### src/rtl/arduino_bridge_pkg.sv
// Shared constants for the Arduino bridge: register map, STATUS bit
// positions and the output handshake state encoding.
package arduino_bridge_pkg;

  localparam logic [1:0] ADDR_DATA_IN  = 2'd0;
  localparam logic [1:0] ADDR_DATA_OUT = 2'd1;
  localparam logic [1:0] ADDR_STATUS   = 2'd2;
  localparam logic [1:0] ADDR_CTRL     = 2'd3;

  localparam int STAT_CHANGED = 0;
  localparam int STAT_BUSY    = 1;
  localparam int STAT_OVERRUN = 2;

  typedef enum logic [1:0] {
    ST_IDLE    = 2'd0,
    ST_STROBE  = 2'd1,
    ST_RELEASE = 2'd2
  } out_state_t;

endpackage

### src/rtl/arduino_sync.sv
// Two-flop synchronizer for asynchronous Arduino-side signals.
module arduino_sync #(
  parameter int W = 1
) (
  input  logic         clk,
  input  logic         rst_n,
  input  logic [W-1:0] async_in,
  output logic [W-1:0] sync_out
);

  logic [W-1:0] meta;

  // First flop may go metastable; second flop gives it a full cycle to settle
  always_ff @(posedge clk or negedge rst_n) begin
    if (!rst_n) begin
      meta     <= '0;
      sync_out <= '0;
    end else begin
      meta     <= async_in;
      sync_out <= meta;
    end
  end

endmodule

### src/rtl/arduino_bridge.sv
// Processor-to-Arduino bridge: debounced input port, handshaked output
// port, sticky status and an optional interrupt.
// Optional feature: define ARDUINO_BRIDGE_IRQ_EN to get a writable CTRL
// irq_en bit and a live irq output; otherwise irq is 0 and CTRL reads 0.
module arduino_bridge
  import arduino_bridge_pkg::*;
#(
  parameter int IN_W       = 8,
  parameter int OUT_W      = 8,
  parameter int DEB_CYCLES = 4
) (
  input  logic             clk,
  input  logic             rst_n,
  input  logic             we,
  input  logic             re,
  input  logic [1:0]       addr,
  input  logic [31:0]      module_input,
  output logic [31:0]      module_output,
  input  logic [IN_W-1:0]  system_input,
  output logic [OUT_W-1:0] system_output,
  output logic             out_strobe,
  input  logic             out_ack,
  output logic             irq
);

  localparam logic [15:0] DEB_LAST = 16'(DEB_CYCLES - 1);

  logic [IN_W-1:0] in_sync;
  logic [IN_W-1:0] in_prev;
  logic [IN_W-1:0] deb_reg;
  logic [15:0]     deb_cnt;
  logic [15:0]     cnt_next;
  logic            in_diff;
  logic            deb_load;
  logic            changed_set;
  logic            ack_sync;
  logic            changed;
  logic            overrun;
  logic            busy;
  logic            wr_out;
  logic            stat_rd;
  logic            overrun_set;
  logic            irq_en;
  logic [31:0]     rd_next;
  logic            unused_wdata;
  out_state_t      state;

  arduino_sync #(.W(IN_W)) u_sync_in (
    .clk      (clk),
    .rst_n    (rst_n),
    .async_in (system_input),
    .sync_out (in_sync)
  );

  arduino_sync #(.W(1)) u_sync_ack (
    .clk      (clk),
    .rst_n    (rst_n),
    .async_in (out_ack),
    .sync_out (ack_sync)
  );

  // Upper write-data bits are only meaningful for some registers
  assign unused_wdata = ^module_input;

  assign busy        = (state != ST_IDLE);
  assign wr_out      = we && (addr == ADDR_DATA_OUT);
  assign stat_rd     = re && (addr == ADDR_STATUS);
  assign overrun_set = wr_out && busy;

  // Count consecutive stable cycles; load once the count hits its last value
  always_comb begin
    in_diff     = (in_sync != in_prev);
    cnt_next    = '0;
    if (!in_diff) begin
      cnt_next = (deb_cnt == DEB_LAST) ? deb_cnt : deb_cnt + 16'd1;
    end
    deb_load    = !in_diff && (cnt_next == DEB_LAST);
    changed_set = deb_load && (in_sync != deb_reg);
  end

  // Debounce state: previous sample, stability counter, accepted value
  always_ff @(posedge clk or negedge rst_n) begin
    if (!rst_n) begin
      in_prev <= '0;
      deb_cnt <= '0;
      deb_reg <= '0;
    end else begin
      in_prev <= in_sync;
      deb_cnt <= cnt_next;
      if (deb_load) begin
        deb_reg <= in_sync;
      end
    end
  end

  // Sticky status bits; a set in the same cycle as a STATUS read wins
  always_ff @(posedge clk or negedge rst_n) begin
    if (!rst_n) begin
      changed <= 1'b0;
      overrun <= 1'b0;
    end else begin
      if (changed_set) begin
        changed <= 1'b1;
      end else if (stat_rd) begin
        changed <= 1'b0;
      end
      if (overrun_set) begin
        overrun <= 1'b1;
      end else if (stat_rd) begin
        overrun <= 1'b0;
      end
    end
  end

  // Output handshake: strobe until ack rises, then wait for ack to fall
  always_ff @(posedge clk or negedge rst_n) begin
    if (!rst_n) begin
      state         <= ST_IDLE;
      system_output <= '0;
      out_strobe    <= 1'b0;
    end else begin
      case (state)
        ST_IDLE: begin
          if (wr_out) begin
            system_output <= module_input[OUT_W-1:0];
            out_strobe    <= 1'b1;
            state         <= ST_STROBE;
          end
        end
        ST_STROBE: begin
          if (ack_sync) begin
            out_strobe <= 1'b0;
            state      <= ST_RELEASE;
          end
        end
        ST_RELEASE: begin
          if (!ack_sync) begin
            state <= ST_IDLE;
          end
        end
        default: begin
          out_strobe <= 1'b0;
          state      <= ST_IDLE;
        end
      endcase
    end
  end

`ifdef ARDUINO_BRIDGE_IRQ_EN
  // CTRL bit0 enables the interrupt; irq is a registered level of changed
  always_ff @(posedge clk or negedge rst_n) begin
    if (!rst_n) begin
      irq_en <= 1'b0;
      irq    <= 1'b0;
    end else begin
      if (we && (addr == ADDR_CTRL)) begin
        irq_en <= module_input[0];
      end
      irq <= changed && irq_en;
    end
  end
`else
  assign irq_en = 1'b0;
  assign irq    = 1'b0;
`endif

  // Select the addressed register, zero-extended
  always_comb begin
    rd_next = '0;
    case (addr)
      ADDR_DATA_IN:  rd_next[IN_W-1:0]  = deb_reg;
      ADDR_DATA_OUT: rd_next[OUT_W-1:0] = system_output;
      ADDR_STATUS: begin
        rd_next[STAT_CHANGED] = changed;
        rd_next[STAT_BUSY]    = busy;
        rd_next[STAT_OVERRUN] = overrun;
      end
      default:       rd_next[0] = irq_en;
    endcase
  end

  // Registered read data, refreshed every cycle
  always_ff @(posedge clk or negedge rst_n) begin
    if (!rst_n) begin
      module_output <= '0;
    end else begin
      module_output <= rd_next;
    end
  end

endmodule

### config.mk
export PLATFORM = sky130hd
export DESIGN_NAME = arduino_bridge
export DESIGN_NICKNAME = d
export VERILOG_FILES = /design/src/rtl/arduino_bridge_pkg.sv /design/src/rtl/arduino_sync.sv /design/src/rtl/arduino_bridge.sv
export SDC_FILE = /design/constraint.sdc
export NUM_CORES = 1
export LEC_CHECK = 0
export ABC_AREA = 0
export BUFFER_PORTS_ARGS = -buffer_cell sky130_fd_sc_hd__buf_4
export CORE_UTILIZATION = 52
export DETAILED_ROUTE_END_ITERATION = 8
export PLACE_DENSITY = 0.91
export SLEW_MARGIN = 0
export SYNTH_ARGS = -nofsm -noshare
export SYNTH_HDL_FRONTEND = slang
export SYNTH_SLANG_ARGS = --single-unit
### constraint.sdc
create_clock -name clk -period 3.6 [get_ports clk]
set_input_delay 0.36 -clock clk [delete_from_list [all_inputs] [get_ports clk]]
set_output_delay 0.36 -clock clk [all_outputs]
set_load 0.03 [all_outputs]
==> flow_metrics.env <==
export IMPL_rsz0062_at_grt="no"
export IMPL_fin_tns_setup_ns=0
export IMPL_die_height_um=80.5
export IMPL_maxSlewViolCount=0
export IMPL_gp_congestion=0.854
export IMPL_netlist_area_mm2=0.00320
export IMPL_synth_area_per_cell_um2=11.4
export IMPL_critPathLaunchType="flip-flop"
export IMPL_ant_nets=0
export IMPL_rr_endpoint="deb_reg[3]"
export IMPL_overflow=0
export IMPL_cp_arrival_ns=3.19
export IMPL_die_w_um=80.5
export IMPL_vias=2041
export IMPL_path_class="flip-flop to flip-flop"
export IMPL_finalCritPeriodShare=0.825
export IMPL_cts_resized=0
export IMPL_die_area_mm2=0.00647
export IMPL_grt_pass1_wl_um=8580
export IMPL_numCtsBuffers=9
export IMPL_cp_top_family="simple AND/OR/NAND/NOR gates"
export IMPL_grtUsageTotal=0.181
export IMPL_largest_reg_flops=16
export IMPL_rows=28
export IMPL_clock_latency_ns=0.33
export IMPL_synth_edf_count=0
export IMPL_r2r_start="deb_cnt[0]"
export IMPL_diodes=0
export IMPL_cts_setup_buffers=0
export IMPL_peakVddDrop_mv=0.288
export IMPL_yosysSeqAreaShare=0.555
export IMPL_finalWirelength_um=5260
export IMPL_reg2reg_depth=7
export IMPL_area_growth_pct=13.4
export IMPL_syn_inst=280
export IMPL_whs_ns=0.130
export IMPL_tightest_slew_ns=0.852
export IMPL_cts_tree="built"
export IMPL_post_dp_cell_area_mm2=0.00344
export IMPL_ys_types=37
export IMPL_status="finished clean"
export IMPL_port_buffers=39
export IMPL_cts_hold_buf=0
export IMPL_power_total_mw=1.78
export IMPL_fin_nets=365
export IMPL_final_cell_area_mm2=0.00363
export IMPL_fin_skew_ns=0.00936
export IMPL_fp_coreArea_mm2=0.00592
export IMPL_path_buf_inv=0
export IMPL_drtIter0Drc=96
export IMPL_grt_pass1_vias=1951
export IMPL_fmax_mhz=337
export IMPL_period_needed_ns=2.97
export IMPL_slowest_stage="nor4_4"
export IMPL_critPathMaxFanout=9
export IMPL_cts_max_level=3
export IMPL_yosys_most_used_dff="dfrtp_1"
export IMPL_cap_viol_max_count=0
export IMPL_yosysWarnings=0
export IMPL_r2r_setup_slack_ns=0.63
export IMPL_clock_path_buffers=2
export IMPL_final_hold_viol_count=0
export IMPL_ys_ff_latch=71
export IMPL_antenna_found_initial=0
export IMPL_slew_headroom=0.432
export IMPL_drc=0
export IMPL_wl_per_cell_um=13.2
export IMPL_layout_drive_gt1_share=0.242
export IMPL_pin_count=89
export IMPL_critical_path_required_ns=3.82
export IMPL_grt_max_degree=72
export IMPL_end_kind="flip-flop"
export IMPL_hpwl_um=3580
export IMPL_dr_pass1_iters=4
export IMPL_initial_core_util=0.541
export IMPL_finalSetupViolations=0
export IMPL_hp_class="primary input to async pin"
export IMPL_via_per_inst=5.14
export IMPL_regMostFlops="deb_cnt"
export IMPL_critPathMaxStageDelay_ns=0.64
export IMPL_leakage_nw=1.73
export IMPL_cts_sinks=71
export IMPL_crit_path_cell_trace="ha_1 > nand4_1 > xnor2_1 > o41ai_1 > o211ai_1 > nor4_4 > mux2_2"
export IMPL_async_reset_ff_frac=1.00
export IMPL_powerDensity_mw_per_mm2=490
export IMPL_path_clk_slew_ns=0.07
export IMPL_clockRootBuffer="clkbuf_8"
-- per-stage QoR --
step / util / setup slack [ns] / std cells
after floorplan: - / 1.08 / 304
after global placement: 0.580 / 0.707 / 381
after detailed placement: 0.580 / 0.653 / 381
after CTS: 0.613 / 0.633 / 397
after global routing: 0.613 / 0.438 / 397
final: 0.613 / 0.631 / 397
-- power breakdown --
group	total (mW)	switching, mW	internal (mW)
logic	0.290	0.183	0.107
registers	0.899	0.0423	0.857
clock network	0.591	0.285	0.306
-- how the worst max path moves through the flow --
stage                       to  depth (start not counted)       start  slack, ns
finish              deb_reg[3]                          7  deb_cnt[0]       0.63
global route        deb_reg[3]                          7  deb_cnt[0]       0.44
CTS                 deb_reg[3]                          7  deb_cnt[0]       0.63
floorplan           deb_reg[0]                          7  deb_cnt[0]       1.08
detailed placement  deb_reg[5]                          7  deb_cnt[0]       0.65
global placement    deb_reg[7]                          7  deb_cnt[0]       0.71
-- area by class of cell --
| class | instances | area (µm²) |
|---|---|---|
| Fill cell | 487 | 2290 |
| Clock inverter | 4 | 28.8 |
| Timing Repair Buffer | 40 | 300 |
| Tap cell | 75 | 93.8 |
| Sequential cell | 71 | 1780 |
| Multi-Input combinational cell | 192 | 1250 |
| Inverter | 3 | 11.3 |
| Clock buffer | 12 | 165 |
-- layout by cell type (no fill, tap or decap) --
master | synthesis | layout
o41ai_1 | 1 | 1
nand4_1 | 5 | 5
inv_1 | 3 | 3
clkinvlp_4 | 0 | 2
o21ai_0 | 9 | 9
or3_2 | 1 | 1
nand3_1 | 9 | 9
a21oi_1 | 2 | 2
mux2i_1 | 8 | 8
and4_1 | 1 | 1
a21bo_2 | 1 | 1
nand4_2 | 1 | 1
conb_1 | 1 | 25
nand2_1 | 17 | 17
ha_1 | 1 | 1
a2bb2oi_1 | 1 | 1
buf_4 | 26 | 40
a211o_1 | 1 | 1
nor2b_1 | 3 | 3
or3_1 | 2 | 2
nor3b_1 | 2 | 2
nor4_1 | 8 | 8
and2_1 | 1 | 1
xnor2_1 | 8 | 8
dfrtp_1 | 71 | 71
clkinv_4 | 0 | 1
nand3_2 | 1 | 1
xor2_1 | 29 | 29
mux2_2 | 16 | 16
a2111o_1 | 1 | 1
clkbuf_8 | 0 | 12
nor4_4 | 1 | 1
o41a_2 | 1 | 1
o211ai_1 | 1 | 1
nor2_1 | 31 | 31
a31oi_1 | 1 | 1
clkinv_2 | 0 | 1
nor3_1 | 3 | 3
-- logic make-up after synthesis --
logic type / Yosys count / share of synthesized area
buffers and inverters: 41 / 0.0813
adders and majority gates: 1 / 0.00391
AOI/OAI and AO/OA: 19 / 0.0403
and+or+nand+nor: 86 / 0.136
xor gates and xnor gates: 37 / 0.101
DFF: 71 / 0.555
other: 1 / 0.00117
muxes: 24 / 0.0813
-- metal layers --
| layer | global-route usage | share of wire |
|---|---|---|
| met4 | 0.143 | 0.030 |
| met5 | 0 | 0 |
| met1 | 0.225 | 0.44 |
| met2 | 0.275 | 0.48 |
| met3 | 0.0341 | 0.049 |
-- synthesized netlist by cell type (3+ instances only) --
library cell | instances | area (µm²)
nor2b_1 | 3 | 18.8
nor3_1 | 3 | 15.0
nand4_1 | 5 | 31.3
inv_1 | 3 | 11.3
mux2i_1 | 8 | 80.1
buf_4 | 26 | 195
clkbuf_1 | 5 | 18.8
mux2_2 | 16 | 180
nor2_1 | 31 | 116
xor2_1 | 29 | 254
nand2_1 | 17 | 63.8
dfrtp_1 | 71 | 1780
nand3_1 | 9 | 45.0
nor4_1 | 8 | 50.1
buf_2 | 6 | 30.0
o21ai_0 | 9 | 45.0
xnor2_1 | 8 | 70.1
Power figures use the tool's default switching activity.
